## config.mk

```make
export PLATFORM = sky130hd
export DESIGN_NAME = btn_debounce
export DESIGN_NICKNAME = d
export VERILOG_FILES = /design/src/rtl/btn_pkg.sv /design/src/rtl/sync_2ff.sv /design/src/rtl/btn_debounce.sv
export SDC_FILE = /design/constraint.sdc
export NUM_CORES = 1
export LEC_CHECK = 0
export CORE_UTILIZATION = 57
export CTS_CLUSTER_SIZE = 10
export DETAILED_ROUTE_END_ITERATION = 12
export GPL_TIMING_DRIVEN = 0
export PLACE_DENSITY = 0.78
export SLEW_MARGIN = 10
export SYNTH_ARGS = -nofsm -noshare
export SYNTH_HDL_FRONTEND = slang
export SYNTH_SLANG_ARGS = --single-unit
```

## constraint.sdc

```tcl
create_clock -name clk -period 2.2 [get_ports clk]
set_input_delay 0.44 -clock clk [delete_from_list [all_inputs] [get_ports clk]]
set_output_delay 0.44 -clock clk [all_outputs]
set_load 0.03 [all_outputs]
```

## src/rtl/btn_pkg.sv

```systemverilog
// Shared types and default timing constants for the push-button conditioner.
package btn_pkg;

    typedef enum logic [1:0] {
        UP     = 2'd0,
        CHK_DN = 2'd1,
        DOWN   = 2'd2,
        CHK_UP = 2'd3
    } btn_state_t;

    localparam int unsigned CLK_HZ          = 27_000_000;
    // 10 ms qualification window and 1 s long-press threshold.
    localparam int unsigned DB_CYCLES_DEF   = CLK_HZ / 100;
    localparam int unsigned LONG_CYCLES_DEF = CLK_HZ;

endpackage

```

## src/rtl/sync_2ff.sv

```systemverilog
// Two-flop synchronizer for a single asynchronous input; both flops reset to RST_VAL.
module sync_2ff #(
    parameter bit RST_VAL = 1'b0
) (
    input  logic clk,
    input  logic rst,
    input  logic d_i,
    output logic q_o
);

    logic meta_q;
    logic sync_q;

    always_ff @(posedge clk) begin
        if (rst) begin
            meta_q <= RST_VAL;
            sync_q <= RST_VAL;
        end else begin
            meta_q <= d_i;
            sync_q <= meta_q;
        end
    end

    assign q_o = sync_q;

endmodule

```

## src/rtl/btn_debounce.sv

```systemverilog
// Push-button conditioner: synchronize, debounce, press/release strobes and press counter.
// Optional hold timer with long_press strobe is built when BTN_LONG_PRESS_EN is defined.
module btn_debounce
    import btn_pkg::*;
#(
    parameter int unsigned DB_CYCLES   = DB_CYCLES_DEF,
    parameter int unsigned LONG_CYCLES = LONG_CYCLES_DEF,
    parameter bit          ACTIVE_LOW  = 1'b1
) (
    input  logic       clk,
    input  logic       rst,
    input  logic       btn_in,
    output logic       btn_state,
    output logic       press,
    output logic       btn_release,
    output logic       long_press,
    output logic [7:0] press_count
);

    localparam int DB_W = (DB_CYCLES > 2) ? $clog2(DB_CYCLES) : 1;
    // The qualifying cycle itself is counted by the transition, so the last count is DB_CYCLES-2.
    localparam logic [DB_W-1:0] DB_LAST = DB_W'(DB_CYCLES - 2);

    logic pin_sync;
    logic raw;

    sync_2ff #(
        .RST_VAL (ACTIVE_LOW)
    ) u_sync (
        .clk (clk),
        .rst (rst),
        .d_i (btn_in),
        .q_o (pin_sync)
    );

    assign raw = ACTIVE_LOW ? ~pin_sync : pin_sync;

    btn_state_t      state_q, state_d;
    logic [DB_W-1:0] db_cnt_q, db_cnt_d;
    logic            press_d, release_d, held_d;
    logic            press_q, release_q, btn_state_q;
    logic [7:0]      press_count_q, press_count_d;

    always_comb begin
        state_d   = state_q;
        db_cnt_d  = db_cnt_q;
        press_d   = 1'b0;
        release_d = 1'b0;
        unique case (state_q)
            UP: begin
                if (raw) begin
                    state_d  = CHK_DN;
                    db_cnt_d = '0;
                end
            end
            CHK_DN: begin
                if (!raw) begin
                    state_d  = UP;
                    db_cnt_d = '0;
                end else if (db_cnt_q == DB_LAST) begin
                    state_d  = DOWN;
                    db_cnt_d = '0;
                    press_d  = 1'b1;
                end else if (db_cnt_q != '1) begin
                    db_cnt_d = db_cnt_q + 1'b1;
                end
            end
            DOWN: begin
                if (!raw) begin
                    state_d  = CHK_UP;
                    db_cnt_d = '0;
                end
            end
            CHK_UP: begin
                if (raw) begin
                    state_d  = DOWN;
                    db_cnt_d = '0;
                end else if (db_cnt_q == DB_LAST) begin
                    state_d   = UP;
                    db_cnt_d  = '0;
                    release_d = 1'b1;
                end else if (db_cnt_q != '1) begin
                    db_cnt_d = db_cnt_q + 1'b1;
                end
            end
            default: begin
                state_d  = UP;
                db_cnt_d = '0;
            end
        endcase
    end

    assign held_d        = (state_d == DOWN) || (state_d == CHK_UP);
    assign press_count_d = press_d ? press_count_q + 8'd1 : press_count_q;

    always_ff @(posedge clk) begin
        if (rst) begin
            state_q       <= UP;
            db_cnt_q      <= '0;
            press_q       <= 1'b0;
            release_q     <= 1'b0;
            btn_state_q   <= 1'b0;
            press_count_q <= 8'd0;
        end else begin
            state_q       <= state_d;
            db_cnt_q      <= db_cnt_d;
            press_q       <= press_d;
            release_q     <= release_d;
            btn_state_q   <= held_d;
            press_count_q <= press_count_d;
        end
    end

`ifdef BTN_LONG_PRESS_EN
    localparam int HOLD_W = $clog2(LONG_CYCLES + 1);
    localparam logic [HOLD_W-1:0] HOLD_MAX = HOLD_W'(LONG_CYCLES);

    logic [HOLD_W-1:0] hold_q, hold_d;
    logic              long_q, long_d;

    // Saturation at HOLD_MAX is what limits long_press to one strobe per press.
    always_comb begin
        hold_d = hold_q;
        long_d = 1'b0;
        if (press_d) begin
            hold_d = '0;
        end else if (held_d && (hold_q != HOLD_MAX)) begin
            hold_d = hold_q + 1'b1;
            long_d = (hold_q == HOLD_MAX - 1'b1);
        end
    end

    always_ff @(posedge clk) begin
        if (rst) begin
            hold_q <= '0;
            long_q <= 1'b0;
        end else begin
            hold_q <= hold_d;
            long_q <= long_d;
        end
    end

    assign long_press = long_q;
`else
    assign long_press = 1'b0 & (LONG_CYCLES > DB_CYCLES);
`endif

    assign btn_state   = btn_state_q;
    assign press       = press_q;
    assign btn_release = release_q;
    assign press_count = press_count_q;

endmodule

```

==> results.md, run 1 <==
- Setup tns final: 0 ns
- Critical path class: reg -> reg
- Relative slew slack: between 60% and 70%
- Core box area: 0.003128 mm^2
- Critical Path RT: 2.43 ns
- RePlAce Congestion: roughly 0.97
- Die extent in y: between 60 and 70 um
- Sequential-to-total area share from yosys stat: about a third
- Max-slew violation count: 0
- Final nets: 247
- Layout area overhead: 13.02%
- Final WL: 4784 um
- RSZ-0062 raised after global routing: yes
- Vias per std cell: between 6 and 7
- Status: finished, final reports clean
- First-pass GRT wire length: 7762 um
- Post-Syn Area: between 0.0015 and 0.002 mm^2
- Flop-to-flop setup slack: approximately 0.17 ns
- CP cell instances: inv_1, ha_1, and4bb_1, and2_1, buf_6, a21oi_4, a22oi_1, a2111oi_2
- Ys async rst share: 0%
- Setup violators final: 0
- DRC violations left: 0
- CTS Buf Count: 5
- Resize count post-CTS: 0
- Peak per-stage delay on the critical path: 0.39 ns
- Drt pass-1 iters: 4
- ANT cells: 0
- Clock latency at the later pin of the worst-skew pair: about 0.33 ns
- Net Count, Synth: roughly 230
- Crit. End Element: flop
- Reg2reg end: db_cnt_q[16]
- Synth warnings: 0
- Avg Synthesized Cell Area: between 8 and 9 um^2
- Dpl cells: 278
- Syn Inst Count: around 220
- CTS Hold Bufs: 0
- Reg-to-Reg Start: db_cnt_q[0]
- Num ports: 15
- CP Max Fanout: 9
- Antenna viol nets, final: 0
- Vias: roughly 1800
- Clk buf depth: 2
- DP HPWL: between 3000 and 4000 um
- Wire per inst: 16.85 um
- WP buf/inv: 2
- CP arrival: approximately 2.3 ns
- Maximum clock frequency: around 490 MHz
- PD cells: 462.4 mW/mm^2
- Instance count on the critical path: 8
- Worst Setup EP: db_cnt_q[16]
- Non-filler cells, final: 284
- Critical path's slowest cell: dfxtp_1
- R2R cell count: 8
- Share of layout cells above drive strength 1: 12.50%
- Initial antenna violation count: 0
- Std cell rows: 20
- Congestion Overflow GR: 0
- Fillers: approximately 260
- H-Tree Depth: 2
- Root Buffer Master: clkbuf_4
- Setup crit start: db_cnt_q[0]
- FF+latch count, synth: 34
- Port bufs: 13
- Predominant post-synthesis flop cell: dfxtp_1
- DIE AREA: 0.003626 mm^2
- Netlist cell types: 58
- Slew @ Worst Pin: 0.5797 ns
- Initial DRC count: 148
- Tot GR Track Use: between 20% and 30%
- Die Span X: between 60 and 70 um
- EDFF count, synth: 0
- CTS tree: built
- Number of max-cap violations: 0
- Crit path time final: roughly 2.0 ns
- CTS clk-pin slew, worst paths: ~0.1 ns
- Vias in the first global route: 1675
- Largest net degree at the start of global routing: 11
- Sink Count: 34
- Fin Clk Skew: around 0.0041 ns
- Static Leak: slightly above 0.7 nW
- CP Launch Type: flop
- Final Hold Violating Endpoints: 0
- Buffer count from post-CTS setup fixing: 0
- Period Utilization, post-route: ~92%
- Peak VDD IR: around 0.3 mV
- CP top delay family: compound AO/OA/AOI/OAI gates
- Worst hold path type: reg -> reg
- Initial core utilization: approximately three fifths
registers in the layout, summed over array words and instances (netlist names):
register and count:
btn_release 1, btn_state 1, db_cnt_q 19, press 1
press_count 8, state_q 2, u_sync.meta_q 1, u_sync.q_o 1
logic make-up (layout without fill, tap and decap cells):
| kind of cell | count (synthesis) | count (layout) | share of synthesized area (%) |
|---|---|---|---|
| simple gates | 108 | 108 | 32.12 |
| compound gates | 47 | 47 | 17.75 |
| flops | 34 | 34 | 35.23 |
| buf+inv | 16 | 35 | 6.541 |
| xor+xnor | 8 | 8 | 4.016 |
| mux | 4 | 4 | 2.202 |
| fa+ha+maj | 3 | 3 | 1.943 |
| other cells | 1 | 1 | 0.1941 |
power by group:
part / leakage [nW] / internal [mW] / switching [mW]
clock network: 0.0302 / 0.144 / 0.198
registers: 0.274 / 0.617 / 0.00205
logic: 0.411 / 0.0169 / 0.0312
total: 0.715 / 0.778 / 0.232
area by class of cell:
class | instances | area (um^2) | area share (%)
Multi-Input combinational cell | 171 | 1140 | 52.21
Buffer | 13 | 115.1 | 5.272
Inverter | 3 | 11.26 | 0.5158
Clock buffer | 6 | 51.30 | 2.350
Tap cell | 44 | 55.05 | 2.521
Timing Repair Buffer | 13 | 130.1 | 5.960
Sequential cell | 34 | 680.7 | 31.17
metal layers:
metal	track usage [%]	vias to the layer above	wire [um]
met5	0	-	0
met4	11.96	0	123
met3	6.277	17	414
met2	48.35	95	2274
met1	36.42	848	1972
li1	-	856	-
layout by cell type, fill, tap and decap left out, types with 3 or more instances in the layout:
cell type / count
a31oi_1: 8
dfxtp_1: 34
a211oi_1: 6
xnor2_1: 5
clkbuf_4: 5
o211ai_1: 3
nor2b_1: 3
buf_6: 7
and4_1: 3
nor2_1: 25
and3_1: 4
nand4_1: 8
clkdlybuf4s50_1: 13
nor3_1: 7
o21ai_0: 5
ha_1: 3
nand2_1: 16
clkbuf_1: 3
inv_1: 3
a21oi_1: 10
nand3_1: 15
cells in the mapped netlist (all sizes together) (2+ instances only):
cell type	instances	share of area, %
nor3	7	1.8
mux2i	2	1.0
a31oi	8	2.6
mux2	2	1.2
clkbuf	3	0.58
and3	5	1.7
nor2	25	4.9
nand4	8	2.6
o21ai	6	1.6
xor2	2	0.91
nand2	16	3.1
a21oi	11	3.4
nand3b	2	0.78
dfxtp	34	35
ha	3	1.9
nor2b	3	0.97
a2111oi	2	1.2
nor4	5	2.3
and4	4	1.9
and2	3	1.0
buf	9	4.7
a211oi	7	3.4
a311oi	2	0.91
and4bb	2	1.3
o31ai	2	0.78
o211ai	3	1.2
or3	2	0.65
inv	3	0.58
or2	4	1.3
xnor2	6	3.1
nand3	16	4.8
through the flow:
| step | instance area [um^2] | setup slack, ns | total power [mW] | utilization, % | hold WS [ns] |
|---|---|---|---|---|---|
| final | 2183 | 0.1654 | 1.010 | 69.80 | 0.4322 |
| after global placement | 2117 | 0.1488 | 0.6782 | 67.68 | 0.3977 |
| after detailed placement | 2117 | 0.07601 | 0.6798 | 67.68 | 0.4089 |
| after floorplan | 1932 | 0.3993 | 0.6652 | - | 0.3895 |
| after CTS | 2168 | 0.05783 | 1.013 | 69.32 | 0.4354 |
| after global routing | 2183 | 0.0003892 | 1.040 | 69.80 | 0.4804 |
worst min path at each step:
stage                 end  slack, ns     startpoint  cells past startpoint
2_1_floorplan  u_sync.q_o       0.39  u_sync.meta_q                      1
3_5_place_dp   u_sync.q_o       0.41  u_sync.meta_q                      1
3_3_place_gp   u_sync.q_o       0.40  u_sync.meta_q                      1
6_report       u_sync.q_o       0.43  u_sync.meta_q                      1
4_1_cts        u_sync.q_o       0.44  u_sync.meta_q                      1
5_1_grt        u_sync.q_o       0.48  u_sync.meta_q                      1
No activity file was read; power rests on OpenSTA's default activity.
==> run 2, diff against run 1 <==
--- a/config.mk
+++ b/config.mk
@@ -14,3 +14,4 @@
 export SYNTH_ARGS = -nofsm -noshare
 export SYNTH_HDL_FRONTEND = slang
 export SYNTH_SLANG_ARGS = --single-unit
+export TNS_END_PERCENT = 100
==> results of run 2 <==
Same layout as run 1: the final DEF is identical, and so are final timing and power.
